==> src/rtl/i2c_slave.sv <==
// I2C target: START/STOP detect, 7-bit address match + ACK, byte receive to fabric or byte return to master.
// Latency: every bus event acts SYNC_STAGES+1 clk after the pin change; rx_valid_o one clk after the 8th SCL rise.
// Backpressure: none on the fabric side; rx_ack_i=0 NACKs a byte and tx_load_o demands tx_data_i in that same cycle.
//
// Ports:
//   clk_i, rst_i        system clock (>= 8x SCL) and synchronous active-high reset
//   scl_i, sda_i        asynchronous bus levels
//   sda_oe_o            1 = pull SDA low (open-drain), 0 = release
//   rx_data_o           last received data byte
//   rx_valid_o          one-cycle pulse when rx_data_o is new
//   rx_ack_i            sampled with rx_valid_o: 1 = ACK, 0 = NACK
//   tx_data_i           byte returned on a read
//   tx_load_o           one-cycle pulse; tx_data_i captured this cycle
//   busy_o              high while addressed, until STOP or START
module i2c_slave #(
    parameter logic [6:0] ADDR        = 7'h42,
    parameter int         SYNC_STAGES = 2
) (
    input  logic       clk_i,
    input  logic       rst_i,
    input  logic       scl_i,
    input  logic       sda_i,
    output logic       sda_oe_o,
    output logic [7:0] rx_data_o,
    output logic       rx_valid_o,
    input  logic       rx_ack_i,
    input  logic [7:0] tx_data_i,
    output logic       tx_load_o,
    output logic       busy_o
);

    typedef enum logic [2:0] {
        S_IDLE,
        S_ADDR,
        S_ADDR_ACK,
        S_RX,
        S_RX_ACK,
        S_TX,
        S_TX_ACK,
        S_WAIT_STOP
    } state_t;

    // ---------------------------------------------------------------
    // Input synchronizers and edge/condition detection
    // ---------------------------------------------------------------
    logic [SYNC_STAGES-1:0] scl_sync_q;
    logic [SYNC_STAGES-1:0] sda_sync_q;
    logic                   scl_prev_q;
    logic                   sda_prev_q;
    logic                   scl_s;
    logic                   sda_s;

    // Synchronizers reset to the idle-bus level so leaving reset never
    // fabricates an edge or a START/STOP.
    always_ff @(posedge clk_i) begin
        if (rst_i) begin
            scl_sync_q <= '1;
            sda_sync_q <= '1;
            scl_prev_q <= 1'b1;
            sda_prev_q <= 1'b1;
        end else begin
            scl_sync_q <= {scl_sync_q[SYNC_STAGES-2:0], scl_i};
            sda_sync_q <= {sda_sync_q[SYNC_STAGES-2:0], sda_i};
            scl_prev_q <= scl_s;
            sda_prev_q <= sda_s;
        end
    end

    assign scl_s = scl_sync_q[SYNC_STAGES-1];
    assign sda_s = sda_sync_q[SYNC_STAGES-1];

    logic scl_rise;
    logic scl_fall;
    logic start_evt;
    logic stop_evt;

    assign scl_rise  = scl_s & ~scl_prev_q;
    assign scl_fall  = ~scl_s & scl_prev_q;
    // SCL must be high on both samples so an SDA change that lands in the
    // same sync cycle as an SCL edge is not mistaken for START/STOP.
    assign start_evt = scl_s & scl_prev_q & ~sda_s & sda_prev_q;
    assign stop_evt  = scl_s & scl_prev_q & sda_s & ~sda_prev_q;

    // ---------------------------------------------------------------
    // Protocol FSM
    // ---------------------------------------------------------------
    state_t      state_q,    state_d;
    logic [3:0]  cnt_q,      cnt_d;
    logic [7:0]  shift_q,    shift_d;
    logic [7:0]  tx_shift_q, tx_shift_d;
    logic        rw_q,       rw_d;
    logic        ack_q,      ack_d;
    logic        mack_q,     mack_d;
    logic        oe_q,       oe_d;
    logic        busy_q,     busy_d;
    logic [7:0]  rx_data_q,  rx_data_d;
    logic        rx_valid_q, rx_valid_d;
    logic        tx_load;

    always_ff @(posedge clk_i) begin
        if (rst_i) begin
            state_q    <= S_IDLE;
            cnt_q      <= '0;
            shift_q    <= '0;
            tx_shift_q <= '0;
            rw_q       <= 1'b0;
            ack_q      <= 1'b0;
            mack_q     <= 1'b0;
            oe_q       <= 1'b0;
            busy_q     <= 1'b0;
            rx_data_q  <= '0;
            rx_valid_q <= 1'b0;
        end else begin
            state_q    <= state_d;
            cnt_q      <= cnt_d;
            shift_q    <= shift_d;
            tx_shift_q <= tx_shift_d;
            rw_q       <= rw_d;
            ack_q      <= ack_d;
            mack_q     <= mack_d;
            oe_q       <= oe_d;
            busy_q     <= busy_d;
            rx_data_q  <= rx_data_d;
            rx_valid_q <= rx_valid_d;
        end
    end

    always_comb begin
        state_d    = state_q;
        cnt_d      = cnt_q;
        shift_d    = shift_q;
        tx_shift_d = tx_shift_q;
        rw_d       = rw_q;
        ack_d      = ack_q;
        mack_d     = mack_q;
        oe_d       = oe_q;
        busy_d     = busy_q;
        rx_data_d  = rx_data_q;
        rx_valid_d = 1'b0;
        tx_load    = 1'b0;

        // Fabric decides ACK/NACK in the cycle it sees the new byte.
        if (rx_valid_q) begin
            ack_d = rx_ack_i;
        end

        // Bus conditions outrank any bit event in the same cycle.
        if (start_evt) begin
            state_d = S_ADDR;
            cnt_d   = '0;
            oe_d    = 1'b0;
            busy_d  = 1'b0;
        end else if (stop_evt) begin
            state_d = S_IDLE;
            cnt_d   = '0;
            oe_d    = 1'b0;
            busy_d  = 1'b0;
        end else begin
            case (state_q)
                S_ADDR: begin
                    if (scl_rise && cnt_q < 4'd8) begin
                        shift_d = {shift_q[6:0], sda_s};
                        cnt_d   = cnt_q + 4'd1;
                    end else if (scl_fall && cnt_q == 4'd8) begin
                        if (shift_q[7:1] == ADDR) begin
                            state_d = S_ADDR_ACK;
                            rw_d    = shift_q[0];
                            oe_d    = 1'b1;
                            busy_d  = 1'b1;
                        end else begin
                            state_d = S_WAIT_STOP;
                            oe_d    = 1'b0;
                        end
                    end
                end
                S_ADDR_ACK: begin
                    if (scl_fall) begin
                        cnt_d = '0;
                        if (rw_q) begin
                            tx_load    = 1'b1;
                            tx_shift_d = {tx_data_i[6:0], 1'b0};
                            oe_d       = ~tx_data_i[7];
                            cnt_d      = 4'd1;
                            state_d    = S_TX;
                        end else begin
                            oe_d    = 1'b0;
                            state_d = S_RX;
                        end
                    end
                end
                S_RX: begin
                    if (scl_rise && cnt_q < 4'd8) begin
                        shift_d = {shift_q[6:0], sda_s};
                        cnt_d   = cnt_q + 4'd1;
                        if (cnt_q == 4'd7) begin
                            rx_data_d  = {shift_q[6:0], sda_s};
                            rx_valid_d = 1'b1;
                        end
                    end else if (scl_fall && cnt_q == 4'd8) begin
                        state_d = S_RX_ACK;
                        oe_d    = ack_q;
                    end
                end
                S_RX_ACK: begin
                    if (scl_fall) begin
                        oe_d  = 1'b0;
                        cnt_d = '0;
                        state_d = ack_q ? S_RX : S_WAIT_STOP;
                    end
                end
                S_TX: begin
                    // cnt_q counts bits already placed on the bus.
                    if (scl_fall) begin
                        if (cnt_q == 4'd8) begin
                            state_d = S_TX_ACK;
                            oe_d    = 1'b0;
                        end else begin
                            oe_d       = ~tx_shift_q[7];
                            tx_shift_d = {tx_shift_q[6:0], 1'b0};
                            cnt_d      = cnt_q + 4'd1;
                        end
                    end
                end
                S_TX_ACK: begin
                    if (scl_rise) begin
                        mack_d = ~sda_s;
                    end else if (scl_fall) begin
                        if (mack_q) begin
                            tx_load    = 1'b1;
                            tx_shift_d = {tx_data_i[6:0], 1'b0};
                            oe_d       = ~tx_data_i[7];
                            cnt_d      = 4'd1;
                            state_d    = S_TX;
                        end else begin
                            state_d = S_WAIT_STOP;
                        end
                    end
                end
                S_WAIT_STOP: begin
                    oe_d = 1'b0;
                end
                default: begin
                    // S_IDLE: wait for START
                end
            endcase
        end
    end

    assign sda_oe_o   = oe_q;
    assign busy_o     = busy_q;
    assign rx_data_o  = rx_data_q;
    assign rx_valid_o = rx_valid_q;
    assign tx_load_o  = tx_load;

endmodule

==> config.mk <==
export PLATFORM = sky130hd
export DESIGN_NAME = i2c_slave
export DESIGN_NICKNAME = d
export VERILOG_FILES = /design/src/rtl/i2c_slave.sv
export SDC_FILE = /design/constraint.sdc
export NUM_CORES = 1
export LEC_CHECK = 0
export BUFFER_PORTS_ARGS = -buffer_cell sky130_fd_sc_hd__buf_2
export CAP_MARGIN = 0
export CORE_ASPECT_RATIO = 0.5
export CORE_MARGIN = 8
export CORE_UTILIZATION = 30
export DETAILED_ROUTE_END_ITERATION = 8
export PLACE_DENSITY = 0.49
export SYNTH_ARGS = -nofsm -noshare
export SYNTH_HDL_FRONTEND = slang
export SYNTH_SLANG_ARGS = --single-unit
==> constraint.sdc <==
create_clock -name clk_i -period 5.1 [get_ports clk_i]
set_input_delay 1.02 -clock clk_i [delete_from_list [all_inputs] [get_ports clk_i]]
set_output_delay 1.02 -clock clk_i [all_outputs]
set_load 0.02 [all_outputs]
Yosys cells after proc, flatten, opt, wreduce, memory -nomap -nowiden

Index checks and enable logic that the tools add are counted.

$add $sub $neg: 1
$lt $le $gt $ge: 1
Equal/unequal tests: 34
Multiplexer cells: 58
Bitwise gates (word level): 17
Reduce and logical (&&, ||, !) cells: 20

Operator list:

| kind                 | number |
|---|---|
| $mux W8              | 7 |
| $ne A4 B4 Y1 const B | 10 |
| $mux W3              | 13 |
| $reduce_and A11 Y1   | 3 |
| $mux W4              | 8 |
| $ne A2 B2 Y1 const B | 13 |
| $mux W1              | 24 |
| $pmux W8 S3          | 1 |
| $pmux W4 S5          | 1 |
| $pmux W3 S6          | 1 |
| $eq A3 B3 Y1 const B | 4 |
| $reduce_and A4 Y1    | 3 |
| $not A1 Y1           | 10 |
| $reduce_and A10 Y1   | 1 |
| $reduce_and A9 Y1    | 1 |
| $reduce_bool A8 Y1   | 1 |
| $and A1 B1 Y1        | 7 |
| $eq A7 B7 Y1 const B | 1 |
| $pmux W1 S7          | 1 |
| $reduce_bool A7 Y1   | 1 |
| $eq A3 B2 Y1 const B | 2 |
| $reduce_and A6 Y1    | 1 |
| $reduce_bool A6 Y1   | 1 |
| $reduce_and A5 Y1    | 1 |
| 14 further kinds     | 15 |

Bits in registers: 43
Bits of input ports: 13
Output and inout bits: 12
Word-level logic and storage cells: 147

Depth between registers and ports, before layout

Depth after elaboration: 8
Gate-level depth with buffers: 8
Gate-level depth less buffers: 7

Least setup slack after synthesis

Ideal clock, no wire load.

Kind: register to output
Start point: register state_q[2]
End point: output port tx_load_o
Data arrival time: 0.997 ns
Data required time: 4.080 ns
Path slack: 3.083 ns
Cell stages (with the launch flop): 5
Path buffers: 2
Cells stage by stage: dfxtp_1 > buf_4 > buf_2 > mux2i_1 > nor2_1

Word-level cells in the longest chain between the ends: 4
Elaborated cells on any way between the ends: 5
Classes of those cells: eq/ne: 2; mux: 3

RTL lines:

| item                                                | line | text |
|---|---|---|
| start, declared                                     | 87   | `state_t state_q, state_d;` |
| start signal, assigned                              | 114  | `state_q <= state_d;` |
| $eq A3 B3 Y1 / $eq A3 B2 Y1 (equally long branches) | 159  | `case (state_q)` |
| $pmux W1 S2 *                                       | 159  |  |
| $mux W1 *                                           | 153  | `end else if (stop_evt) begin` |
| $mux W1 *                                           | 148  | `if (start_evt) begin` |
| end, declared                                       | 28   | `output logic tx_load_o,` |

Mark *: on every way between the ends. The rest lies on a longest branch, timed or not.

Worst setup path in the final report

Start point: register state_q[0]
End point: register tx_shift_q[5]

Word-level cells in the longest chain between the ends: 3
Elaborated cells on any way between the ends: 13
Classes of those cells: eq/ne: 10; mux: 1; reduce/logical: 2

RTL lines:

| item                                                                       | line | text |
|---|---|---|
| $eq A3 B2 Y1 / $eq A3 B3 Y1 (equally long branches)                        | 159  |  |
| $ne A2 B2 Y1 (no source line) / $reduce_bool A3 Y1 (equally long branches) | -    |  |
| $reduce_and A10 Y1 (no source line)                                        | -    |  |
| end signal, assigned                                                       | 117  | `tx_shift_q <= tx_shift_d;` |
| end, declared                                                              | 90   | `logic [7:0] tx_shift_q, tx_shift_d;` |

Several ways; a longest one is shown, not always the timed one.
A chain may end at the register's enable or synchronous reset.

==> impl_metrics.tcl <==
set metrics [dict create \
    critPathKind "reg -> reg" \
    antenna_found_initial 0 \
    clock-sinks 42 \
    cts_resized 0 \
    path_clk_slew_ns 0.06 \
    insertion_delay_ns 0.28 \
    syn_area_per_cell_um2 9.20 \
    switching_share_pct 21.2 \
    dp_hpwl_um 2970 \
    grt_pass1_wl_um 7040 \
    clock_path_buffers 2 \
    antenna_left 0 \
    num_vias 1578 \
    period_share_pct 52.3 \
    finalPower_w 0.000728 \
    fmax_ghz 0.375 \
    power_frac_clock_pct 50.0 \
    internal_power_w 0.000574 \
    start_kind "register" \
    antenna_cells 0 \
    async_flop_share_pct 0 \
    status "finished clean" \
    fin_crit_ns 2.67 \
    first_global_vias 1395 \
    p_leak_nw 0.949 \
    path_max_fanout 22 \
    worstPathRequired_ns 5.31 \
    start_util_pct 30.7 \
    die_height_um 74.1 \
    dr.pass1.iters 4 \
    core-area_um2 6600 \
    ys_ff_latch 42 \
    drv_cap 0 \
    finalNonFillerCells 333 \
    maxSlewViolCount 0 \
    wl_um 4200 \
    grt_max_degree 37 \
    placed_cells 325 \
    ys_warn_count 0 \
    place_congestion 0.814 \
    pwr-share-seq_pct 46.3 \
    setup_viol 0 \
    drt_iter0_markers 105 \
    die_area_um2 9790 \
    grt_usage_pct 8.94 \
    power_density_nw_per_um2 308 \
    syn-cell-area_um2 2020 \
    area_growth_pct 16.7 \
    fin_worst_skew_ns 0.00376 \
    syn-instance-count 220 \
    arrival_ns 2.87 \
    wl_per_cell_um 12.6 \
    die_w_um 132 \
    tritoncts "yes" \
    combPwrFrac_pct 3.7 \
    via_per_inst 4.74 \
    ys_seq_area_share_pct 41.6 \
    pin_count 25 \
    drc 0 \
    p_sw_w 0.000154 \
    rsz0062_at_grt "no" \
    syn_nets 235 \
    fin_setup_tns_ns 0 \
    cts_buffers 5 \
    hold_class "reg -> reg" \
    drive_gt1_share_pct 19.9 \
    cts_max_level 2 \
    num_rows 21 \
    io_buffer_count 24 \
    tightest_slew_ns 0.787 \
    ir_drop_mv 0.144 \
    cp-end-kind "register" \
    synth_edf_count 0 \
    cts_setup_buffers 0 \
    max-slew-margin-rel_pct 47.5 \
    synth_cell_type_count 45 \
    cts.hold.buffers_added 0 \
    root_buffer "clkbuf_16" \
    hold_violations 0 \
    overflow 0 \
    yosys_most_used_dff "dfxtp_1" \
    fin_nets 255 \
]
[metrics by stage]
stage          hold WS, ns  worst slack (ns)  util [%]  cell area [um2]
2_1_floorplan        0.389              3.08         -             2020
3_3_place_gp         0.391              2.50      33.3             2190
3_5_place_dp         0.393              2.44      33.3             2190
4_1_cts              0.409              2.41      35.8             2360
5_1_grt              0.427              2.11      35.8             2360
6_report             0.407              2.43      35.8             2360
[power groups by stage]
stage                     Combinational, W  Clock (W)  Sequential [W]
final                            0.0000267   0.000364        0.000337
after global placement           0.0000268          0        0.000345
after floorplan                  0.0000236          0        0.000340
after CTS                        0.0000271   0.000373        0.000337
after global routing             0.0000303   0.000383        0.000339
after detailed placement         0.0000270          0        0.000345
[path summary, 6_finish.rpt]
kind                       from             to  slack, ns  cells after the start
hold / removal    scl_sync_q[0]  scl_sync_q[1]       0.41                      1
setup reg to reg     state_q[0]  tx_shift_q[5]       2.43                      4
hold reg to reg   scl_sync_q[0]  scl_sync_q[1]       0.41                      1
setup / recovery     state_q[0]  tx_shift_q[5]       2.43                      4
[cell usage after synthesis, types with 2 or more instances]
master / number / share of area, %
inv_1: 3 / 0.56
buf_6: 2 / 1.1
nand2b_1: 6 / 1.9
o311a_1: 2 / 0.99
o21a_1: 2 / 0.74
and2b_1: 2 / 0.74
nand2_1: 14 / 2.6
dfxtp_1: 42 / 42
nor3_1: 5 / 1.2
and3_1: 4 / 1.2
or2_2: 7 / 2.2
nor3b_1: 2 / 0.74
nor2_1: 38 / 7.1
nand3b_1: 4 / 1.5
a211oi_2: 3 / 1.9
nand4b_1: 2 / 0.87
mux2i_1: 27 / 13
buf_2: 3 / 0.74
ha_1: 2 / 1.2
o221ai_1: 2 / 0.87
a211oi_1: 4 / 1.5
nor2b_1: 2 / 0.62
nand3_1: 4 / 0.99
clkbuf_1: 5 / 0.93
o21ai_0: 4 / 0.99
a21oi_1: 10 / 2.5
[critical path, stage by stage (launching register included)]
cell and delay [ns]:
dfxtp_1 0.73, nand3b_1 0.63, a2111oi_4 0.89, nor2_1 0.13, a211oi_2 0.21
[cells by family (layout without fill, tap and decap cells)]
group                      Yosys count  count (layout)  share of synthesized area (%)
buffers and inverters               14              35                           3.71
muxes                               27              27                           13.4
xor gates and xnor gates             1               1                          0.433
DFF                                 42              42                           41.6
AOI/OAI and AO/OA                   36              36                           14.5
and+or+nand+nor                     98              98                           25.2
adders and majority gates            2               2                           1.24
[sequential cells by signal, indices dropped and copies added (netlist names)]
signal / flops
ack_q: 1
busy_o: 1
cnt_q: 4
mack_q: 1
rw_q: 1
rx_data_o: 8
rx_valid_o: 1
scl_prev_q: 1
scl_sync_q: 2
sda_oe_o: 1
sda_prev_q: 1
sda_sync_q: 2
shift_q: 8
state_q: 3
tx_shift_q: 7
[layer usage]
layer,track usage [%],part of all wire [%],vias to the layer above
li1,-,-,816
met1,12.0,53,734
met2,12.9,42,21
met3,2.63,3.6,7
met4,4.16,1.8,0
met5,0,0,-
[cells in the final DEF, fill, tap and decap left out, types with 2 or more instances in the layout]
| master | n |
|---|---|
| nor2b_1 | 2 |
| a21oi_1 | 10 |
| nor3b_1 | 2 |
| buf_2 | 24 |
| nand3_1 | 4 |
| o21a_1 | 2 |
| nand3b_1 | 4 |
| nor2_1 | 38 |
| o21ai_0 | 4 |
| o311a_1 | 2 |
| mux2i_1 | 27 |
| a211oi_1 | 4 |
| ha_1 | 2 |
| and3_1 | 4 |
| a211oi_2 | 3 |
| nand2b_1 | 6 |
| nand2_1 | 14 |
| dfxtp_1 | 42 |
| nor3_1 | 5 |
| or2_2 | 7 |
| and2b_1 | 2 |
| o221ai_1 | 2 |
| clkbuf_16 | 5 |
| nand4b_1 | 2 |
| inv_1 | 3 |
[cell type report]
cell class | count | area [um2]
Inverter | 3 | 11.3
Clock buffer | 6 | 129
Fill cell | 666 | 4230
Sequential cell | 42 | 841
Timing Repair Buffer | 24 | 120
Multi-Input combinational cell | 164 | 1110
Tap cell | 92 | 115
Clock inverter | 2 | 37.5
(Power assumes the default switching activity.)
